## config.mk

```make
export PLATFORM = sky130hd
export DESIGN_NAME = seq_arith_8b_sub_accum
export DESIGN_NICKNAME = d
export VERILOG_FILES = /design/src/rtl/seq_arith_8b_sub_accum.sv
export SDC_FILE = /design/constraint.sdc
export NUM_CORES = 1
export LEC_CHECK = 0
export ABC_CLOCK_PERIOD_IN_PS = 2050
export CAP_MARGIN = 10
export CORE_ASPECT_RATIO = 1.1
export CORE_MARGIN = 2
export CORE_UTILIZATION = 40
export DETAILED_ROUTE_END_ITERATION = 8
export PLACE_DENSITY = 0.66
export SLEW_MARGIN = 40
export SYNTH_ARGS = -nofsm -noshare
export SYNTH_HDL_FRONTEND = slang
export SYNTH_SLANG_ARGS = --single-unit
```

## constraint.sdc

```tcl
create_clock -name clk -period 2.05 [get_ports clk]
set_clock_uncertainty 0.05 [all_clocks]
set_input_delay 0.3075 -clock clk [delete_from_list [all_inputs] [get_ports clk]]
set_output_delay 0.3075 -clock clk [all_outputs]
set_load 0.02 [all_outputs]
```

## src/rtl/seq_arith_8b_sub_accum.sv

```systemverilog
// Block accumulator placed after the 8-bit subtractor.
// It sums NSAMPLES signed differences into a 16-bit total and counts the
// negative ones. Each block result is held on a val/rdy port until the
// consumer accepts it.
//
// state | meaning
// ------+------------------------------------------------------------
// ACC   | accepting differences (in_rdy=1), accumulating sum/neg/cnt
// OUT   | block complete, result presented (out_val=1) until accepted
module seq_arith_8b_sub_accum #(
  parameter int NSAMPLES = 4
) (
  input  logic        clk,
  input  logic        reset,
  input  logic        in_val,
  output logic        in_rdy,
  input  logic [7:0]  in_diff,
  output logic        out_val,
  input  logic        out_rdy,
  output logic [15:0] out_sum,
  output logic [7:0]  out_neg
);

  typedef enum logic {
    S_ACC = 1'b0,
    S_OUT = 1'b1
  } state_t;

  localparam logic [7:0] LAST_CNT = 8'(NSAMPLES - 1);

  state_t      state_q, state_d;
  logic [15:0] sum_q, sum_d;
  logic [7:0]  neg_q, neg_d;
  logic [7:0]  cnt_q, cnt_d;

  logic in_xfer;
  logic out_xfer;
  logic last_sample;

  // Handshakes use the registered state only, so no input feeds back to a ready/valid.
  assign in_xfer     = in_val && in_rdy;
  assign out_xfer    = out_val && out_rdy;
  assign last_sample = (cnt_q == LAST_CNT);

  // State and datapath registers, cleared synchronously.
  always_ff @(posedge clk) begin
    if (reset) begin
      state_q <= S_ACC;
      sum_q   <= '0;
      neg_q   <= '0;
      cnt_q   <= '0;
    end else begin
      state_q <= state_d;
      sum_q   <= sum_d;
      neg_q   <= neg_d;
      cnt_q   <= cnt_d;
    end
  end

  // Next-state and datapath updates: accumulate in ACC, clear on result hand-off.
  always_comb begin
    state_d = state_q;
    sum_d   = sum_q;
    neg_d   = neg_q;
    cnt_d   = cnt_q;
    unique case (state_q)
      S_ACC: begin
        if (in_xfer) begin
          sum_d = sum_q + {{8{in_diff[7]}}, in_diff};
          neg_d = neg_q + {7'b0, in_diff[7]};
          if (last_sample) begin
            cnt_d   = '0;
            state_d = S_OUT;
          end else begin
            cnt_d = cnt_q + 8'd1;
          end
        end
      end
      S_OUT: begin
        if (out_xfer) begin
          sum_d   = '0;
          neg_d   = '0;
          state_d = S_ACC;
        end
      end
      default: state_d = S_ACC;
    endcase
  end

  // Outputs: handshake flags from state (forced low in reset), data straight from registers.
  always_comb begin
    in_rdy  = !reset && (state_q == S_ACC);
    out_val = !reset && (state_q == S_OUT);
    out_sum = sum_q;
    out_neg = neg_q;
  end

endmodule

```

* After elaboration in Yosys (flattened, before gate mapping)
Cells that the tools add are included.
** Cells by class
- $add $sub $neg :: 3
- Equal/unequal tests :: 3
- Multiplexer cells :: 11
- Bitwise logic cells :: 1
- Reduce and logical (&&, ||, !) cells :: 7
** Operators with widths (count)
- $mux W16 :: 2
- $pmux W16 S2 :: 1
- $mux W8 :: 3
- $add A16 B16 Y16 :: 1
- $pmux W8 S2 :: 1
- $add A8 B1 Y8 :: 1
- $add A8 B1 Y8 const B :: 1
- $eq A8 B2 Y1 const B :: 1
- $logic_and A1 B1 Y1 :: 4
- $reduce_and A2 Y1 :: 2
- $mux W1 :: 3
- $ne A2 B1 Y1 const B :: 1
- $ne A2 B2 Y1 const B :: 1
- $pmux W1 S2 :: 1
- $logic_not A1 Y1 :: 1
- $not A1 Y1 :: 1
** Word-level totals
- Bits in registers :: 33

* Logic depth before layout (Yosys ltp)
Gate-level depths: netlist (run 1).
- Depth after elaboration :: 5
- Gate-level depth with buffers :: 9
- Depth with buffers taken out :: 9

* Worst setup path before layout (run 1)
OpenSTA, ideal clock, no wires.
- Path kind :: reg-to-reg
- Start :: register sum_q[0] (netlist: out_sum[0])
- End :: register sum_q[8] (netlist: out_sum[8])
- Data arrival time :: 2.065 ns
- Data required time :: 1.883 ns
- Setup slack :: -0.182 ns
- Stages on the path, launching flop included :: 10
- Period minus slack after synthesis :: 2.232 ns
- Path through :: dfxtp_1 > ha_1 > inv_1 > fa_1 > and2b_1 > o2111ai_2 > a21boi_1 > o21a_1 > o21ai_0 > a32o_1
** On the way
- Cells in the longest elaborated chain, start to end :: 3
** Ends and longest elaborated chain
- start: declaration :: RTL line 32 : logic [15:0] sum_q, sum_d;
- start signal: assignment :: RTL line 54 : sum_q <= sum_d;
- $add A16 B16 Y16 :: RTL line 69 : sum_d = sum_q + {{8{in_diff[7]}}, in_diff};
- $mux W16 :: RTL line 68 : if (in_xfer) begin
- $pmux W16 S2 :: RTL line 66 : unique case (state_q)
No other way between the ends. The select of a mux whose other input is x is not followed.
A chain may end at the register's enable or synchronous reset.

* Worst setup path after layout (run 1)
Ends and elaborated chain as after synthesis.

==> results of run 1 <==
[per-layer routing]
layer / share of wire (%) / vias to the layer above / global-route usage (%)
met4: 1.3 / 0 / 6.98
li1: - / 1003 / -
met2: 51 / 36 / 32.0
met3: 3.5 / 8 / 4.62
met1: 45 / 905 / 23.4
met5: 0 / - / 0
[registers in the layout (all words and copies together), names as in the netlist]
name     count
cnt_q        8
out_sum     16
out_neg      8
state_q      1
[cells in the final DEF, fill, tap and decap left out, drive strengths merged, types with 3 or more instances in the layout]
master         Yosys  layout
buf                4      47
clkdlybuf4s50      0      33
dfxtp             33      33
nand2             29      29
nor2              27      27
a21oi             19      19
ha                18      18
o21ai             17      17
xor2              15      15
clkbuf             1       7
xnor2              6       6
and3               5       5
nand4              5       5
o21a               4       4
nand3              4       4
o31ai              4       4
inv                4       4
a21o               3       3
mux2i              3       3
dlygate4sd2        0       3
a211oi             3       3
[repair_timing]
item,CTS,global route
buffers inserted,2,2
pin swaps,13,12
resized for setup,13,17
hold buffers,0,0
setup endpoints to repair,7,9
cloned,0,0
[area by class of cell]
cell class	count	area (sq um)
Fill cell	436	1940
Multi-Input combinational cell	189	1400
Timing Repair Buffer	84	726
Sequential cell	33	662
Clock buffer	7	86.3
Tap cell	58	72.6
Clock inverter	1	30.0
Inverter	4	15.0
[per-stage QoR]
step           total power [uW]  cell area, sq um  util (%)
2_1_floorplan              1300              2010         -
3_3_place_gp               1710              2730      55.3
3_5_place_dp               1720              2730      55.3
4_1_cts                    2410              2890      58.6
5_1_grt                    2650              2990      60.7
6_report                   2470              2990      60.7
[worst reg2reg max path: stages (launching register included)]
cell and delay (ns):
dfxtp_2 0.34, ha_4 0.16, inv_2 0.05, fa_2 0.20, and2b_2 0.24, o2111ai_4 0.22, a21boi_2 0.09, o21a_1 0.19
or3_1 0.30, a32o_1 0.22
[where the power goes]
part	internal [uW]	switching, uW
logic	554	501
registers	708	59.9
clock network	396	253
[worst paths after layout]
check | start | end | cells past startpoint
worst max-delay path | out_sum[0] | out_sum[8] | 9
worst min-delay path | cnt_q[1] | cnt_q[1] | 2
worst max register to register | out_sum[0] | out_sum[8] | 9
worst min register to register | cnt_q[1] | cnt_q[1] | 2
[logic make-up (layout without fill, tap and decap cells)]
kind of cell	Yosys count	in the layout	synth area share [%]
buffers and inverters	9	96	3.06
adder cells (fa/ha/maj)	19	19	12.2
AO/OA/AOI/OAI	61	61	19.7
XOR/XNOR	21	21	9.18
multiplexers	3	3	1.50
flip-flops	33	33	33.0
AND/OR/NAND/NOR	85	85	21.4
==> results.md, run 1 <==
- Critical path's top delay family: compound AO/OA/AOI/OAI gates
- Hold_ws: roughly 0.42 ns
- Layout net count: between 300 and 400
- Pwr dens: between 800 and 900 mW/mm^2
- Root buffer cell: clkbuf_8
- RD Place Congestion: 0.826
- 1st-iter DRT viols: 69
- Drt wl/cell: about 13 microns
- Via-to-Cell Ratio: between 5 and 6
- Synth-to-Final Area Change: 49.5%
- Clk pin slew, worst setup/hold paths: ~0.07 ns
- Setup crit end kind: flop
- Worst stage delay on the critical path: about 0.34 ns
- Max Transition Viols Final: 0
- Pin count of the biggest net entering global routing: 11
- Setup slack after layout: -0.115 ns
- WL final: 5040 microns
- Kind of critical path: reg2reg
- CP Data Required Time: between 2 and 2.5 ns
- Worst VDD drop: about 340 uV
- Die area: around 0.0056 sq mm
- Pleak: between 0.001 and 0.0015 uW
- Layout Cells excl Fill: approximately 380
- Diodes inserted: 0
- Async SR Flop Fraction: 0%
- Arrival @ worst endpoint: 2.29 ns
- Cell breakdown of the critical path: ha_4 > inv_2 > fa_2 > and2b_2 > o2111ai_4 > a21boi_2 > o21a_1 > or3_1 > a32o_1
- Hold WC Path Type: reg2reg
- IO Pins: 38
- Tcrit/Tclk final: 106%
- Worst-margin pin slew: 0.268 ns
- Vias in the first global route: 1923
- Clock Path Buffers: 2
- Final setup fails: 4
- Area contributors post-synth: dfxtp_1, ha_1, xor2_1
- Worst skew pair latency: approximately 0.29 ns
- Via count: slightly below 2000
- CP max stage cell: dfxtp_2
- 1st-pass router iterations: 4
- Failing checks: setup timing
- Seq/Total Area, Yosys: between 30% and 40%
- CTS tree: done
- Place WS: -0.573 ns
- Number of enable flip-flop cells after synthesis: 0
- Status: finished, violations left
- CP Buf/Inv Count: 1
- Maximum fanout along the worst path: 3
- Std cell rows: 27
- Seq cells post-synth: 33
- Commonest cells post-synth: dfxtp_1, nand2_1, nor2_1
- Maxcap violations: 0
- Yosys warns: 0
- Final Critical Period: approximately 2.2 ns
- Synth Flop Type: dfxtp_1
- Drc violations: 0
- Cells after Synth: between 200 and 250
- Core Footprint: roughly 0.005 sq mm
- Synth cell types: 49
- Hpwl dp: ~3700 microns
- Final ANT Viol Nets: 0
- Setup crit start kind: flop
- CTS sink cnt: 33
- First-pass GRT wire length: roughly 8600 microns
- Yosys top cell area share: 33.0%
- Share of cells above drive strength 1: ~25%
- H-Tree Depth: 2
- Mapped Area: 0.00200 sq mm
- CTS Buf Count: 5
- Flop-to-flop setup slack: -0.11 ns
- Most frequent cell after synthesis: dfxtp_1
- Placed insts: roughly 360
- Die Y: 78.2 microns
- Slew HR: about 82%
- Initial core utilization: approximately 41%
- IO buf count: 37
- Initial antenna violation count: 0
- Area leader, netlist: dfxtp_1
- Gr usage total: between 10% and 20%
- Post-Syn Area per Cell: around 8.7 sq um
- Gr ovfl total: 0
- Post-Route Setup TNS: -0.187 ns
- Synth Net Count: around 260
- Hold Violations, Final: 0
- Die extent in x: about 70 microns
- Unrepaired setup endpoints after global routing: true
- Fmax: between 400 and 500 MHz
Note: power is estimated with default switching activity, not from simulation.
==> inputs of run 2 (changes only) <==
- CAP_MARGIN: 10 -> default
==> results of run 2 <==
No change in the layout: final DEF, timing and power equal those of run 1.
==> inputs of run 3 (changes only) <==
- CORE_UTILIZATION: 40 -> 47
- PLACE_DENSITY: 0.66 -> 0.76
==> run 3 against run 2 <==
Effect of this change: first-iteration DRC count is 45% higher; the run still ends with setup timing left; combinational power up 11%; count of clock-buffer cells in the layout down 1; final cell count is 0.27% lower; largest cell class unchanged; via count up 7.0%.
==> results.md, run 3 (same netlist as run 1, synthesis figures left out) <==
- Initial core utilization: 49.8% (was 40.6%)
- Layout net count: 353 (was 348)
- CP max stage cell: dfxtp_2 (unchanged)
- Final core occ: 77.5% (was 60.7%)
- Final ANT Viol Nets: 0 (unchanged)
- Pwr dens: 833 mW/mm^2 (was 826 mW/mm^2)
- Core Footprint: 0.00402 sq mm (was 0.00493 sq mm)
- Worst-margin pin slew: 0.366 ns (was 0.268 ns)
- Share of cells above drive strength 1: 30.0% (was 25.2%)
- WL final: 5960 microns (was 5040 microns)
- Final setup fails: 4 (unchanged)
- Worst VDD drop: 531 uV (was 337 uV)
- H-Tree Depth: 2 (unchanged)
- Diodes inserted: 0 (unchanged)
- Setup crit start kind: flop (unchanged)
- Clk pin slew, worst setup/hold paths: 0.08 ns (was 0.07 ns)
- Kind of critical path: reg2reg (unchanged)
- CTS sink cnt: 33 (unchanged)
- Final Power: 2600 uW (was 2470 uW)
- Worst skew pair latency: 0.29 ns (about the same)
- Worst stage delay on the critical path: 0.34 ns (about the same)
- Cts hold-fix bufs: 0 (unchanged)
- CTS Buf Count: 5 (unchanged)
- Cell breakdown of the critical path: ha_4 > inv_2 > fa_2 > and2b_2 > o2111ai_4 > a21boi_2 > o21a_1 > or3_1 > a32o_1 (unchanged)
- Drt wl/cell: 15.9 microns (was 13.4 microns)
- Fmax: 454 MHz (was 462 MHz)
- Unrepaired setup endpoints after global routing: true (unchanged)
- Critical path's top delay family: compound AO/OA/AOI/OAI gates (unchanged)
- Status: finished, violations left (unchanged)
- Setup slack after layout: -0.155 ns (was -0.115 ns)
- Gr usage total: 23.0% (was 19.0%)
- CP Data Required Time: 2.19 ns (was 2.18 ns)
- Via-to-Cell Ratio: 5.57 (was 5.19)
- Clock Path Buffers: 2 (unchanged)
- Hpwl dp: 3860 microns (was 3670 microns)
- First-pass GRT wire length: 8590 microns (was 8560 microns)
- Max Transition Viols Final: 0 (unchanged)
- Via count: 2089 (was 1952)
- RD Place Congestion: 0.851 (was 0.826)
- Post-Route Setup TNS: -0.341 ns (was -0.187 ns)
- CTS tree: done (unchanged)
- Arrival @ worst endpoint: 2.34 ns (was 2.29 ns)
- IO Pins: 38 (unchanged)
- Die extent in x: 66.2 microns (was 71.5 microns)
- Std cell rows: 24 (was 27)
- Maximum fanout along the worst path: 3 (unchanged)
- 1st-pass router iterations: 4 (unchanged)
- Most frequent cells in the layout: buf_4, dfxtp_1, clkdlybuf4s50_1, nand2_1, nor2_1 (was buf_4, clkdlybuf4s50_1, dfxtp_1, nand2_1, nor2_1)
- Hold WC Path Type: reg2reg (unchanged)
- Slew HR: 75.3% (was 81.6%)
- Pleak: 0.00136 uW (was 0.00129 uW)
- Initial antenna violation count: 0 (unchanged)
- Root buffer cell: clkbuf_8 (unchanged)
- Gr ovfl total: 0 (unchanged)
- 1st-iter DRT viols: 100 (was 69)
- Final Critical Period: 2.20 ns (was 2.16 ns)
- Hold Violations, Final: 0 (unchanged)
- Synth-to-Final Area Change: 55.7% (was 49.5%)
- Setup crit end kind: flop (unchanged)
- Largest register FFs: 16 (unchanged)
- Maxcap violations: 0 (unchanged)
- IO buf count: 37 (unchanged)
- Die Y: 72.5 microns (was 78.2 microns)
- Vias in the first global route: 2000 (was 1923)
- Failing checks: setup timing (unchanged)
- Flop-to-flop setup slack: -0.15 ns (was -0.11 ns)
- Place WS: -0.570 ns (was -0.573 ns)
- Die area: 0.00480 sq mm (was 0.00559 sq mm)
- CP Buf/Inv Count: 1 (unchanged)
- Leading cell type in the layout, fill and taps excluded: buf_4 (unchanged)
- Drc violations: 0 (unchanged)
- Pin count of the biggest net entering global routing: 12 (was 11)
- Tcrit/Tclk final: 108% (was 106%)
## run 3: worst register-to-register path: stages, from the launching register on
cell,delay [ns]
dfxtp_2,0.34
ha_4,0.16
inv_2,0.05
fa_2,0.19
and2b_2,0.25
o2111ai_4,0.25
a21boi_2,0.09
o21a_1,0.19
or3_1,0.31
a32o_1,0.25
## run 3: layer usage
metal	vias up	global-route usage [%]	part of all wire [%]
met2	55	42.4	53
met1	1004	26.0	40
li1	1006	-	-
met5	-	0	0
met4	0	9.30	4.0
met3	24	3.41	3.4
## run 3: area by class of cell
cell class                      instances  area, sq um
Multi-Input combinational cell        189         1490
Fill cell                             273          905
Timing Repair Buffer                   89          769
Sequential cell                        33          664
Clock buffer                            6         82.6
Tap cell                               52         65.1
Clock inverter                          2         37.5
Inverter                                4         15.0
## run 3: metrics by stage
step	hold WS [ns]	cells	instance area, sq um
after floorplan	0.396	231	2010
after global placement	0.404	359	2730
after detailed placement	0.420	359	2730
after CTS	0.431	371	2910
after global routing	0.462	375	3120
final	0.429	375	3120
## run 3: worst paths after layout
kind | from | to | cells after the start
worst min-delay path | out_sum[13] | out_sum[13] | 2
worst min register to register | out_sum[13] | out_sum[13] | 2
worst max register to register | out_sum[0] | out_sum[8] | 9
worst max-delay path | out_sum[0] | out_sum[8] | 9
## run 3: report_power, final
part	switching (uW)	total (uW)	internal, uW
combinational	557	1170	610
sequential	73.7	783	709
clock	252	647	395
## run 3: what timing repair did
action                                  CTS  global route
pin swaps                                14            16
endpoints found under the setup margin    7             7
buffers inserted                          4             4
gates resized for setup                  14            35
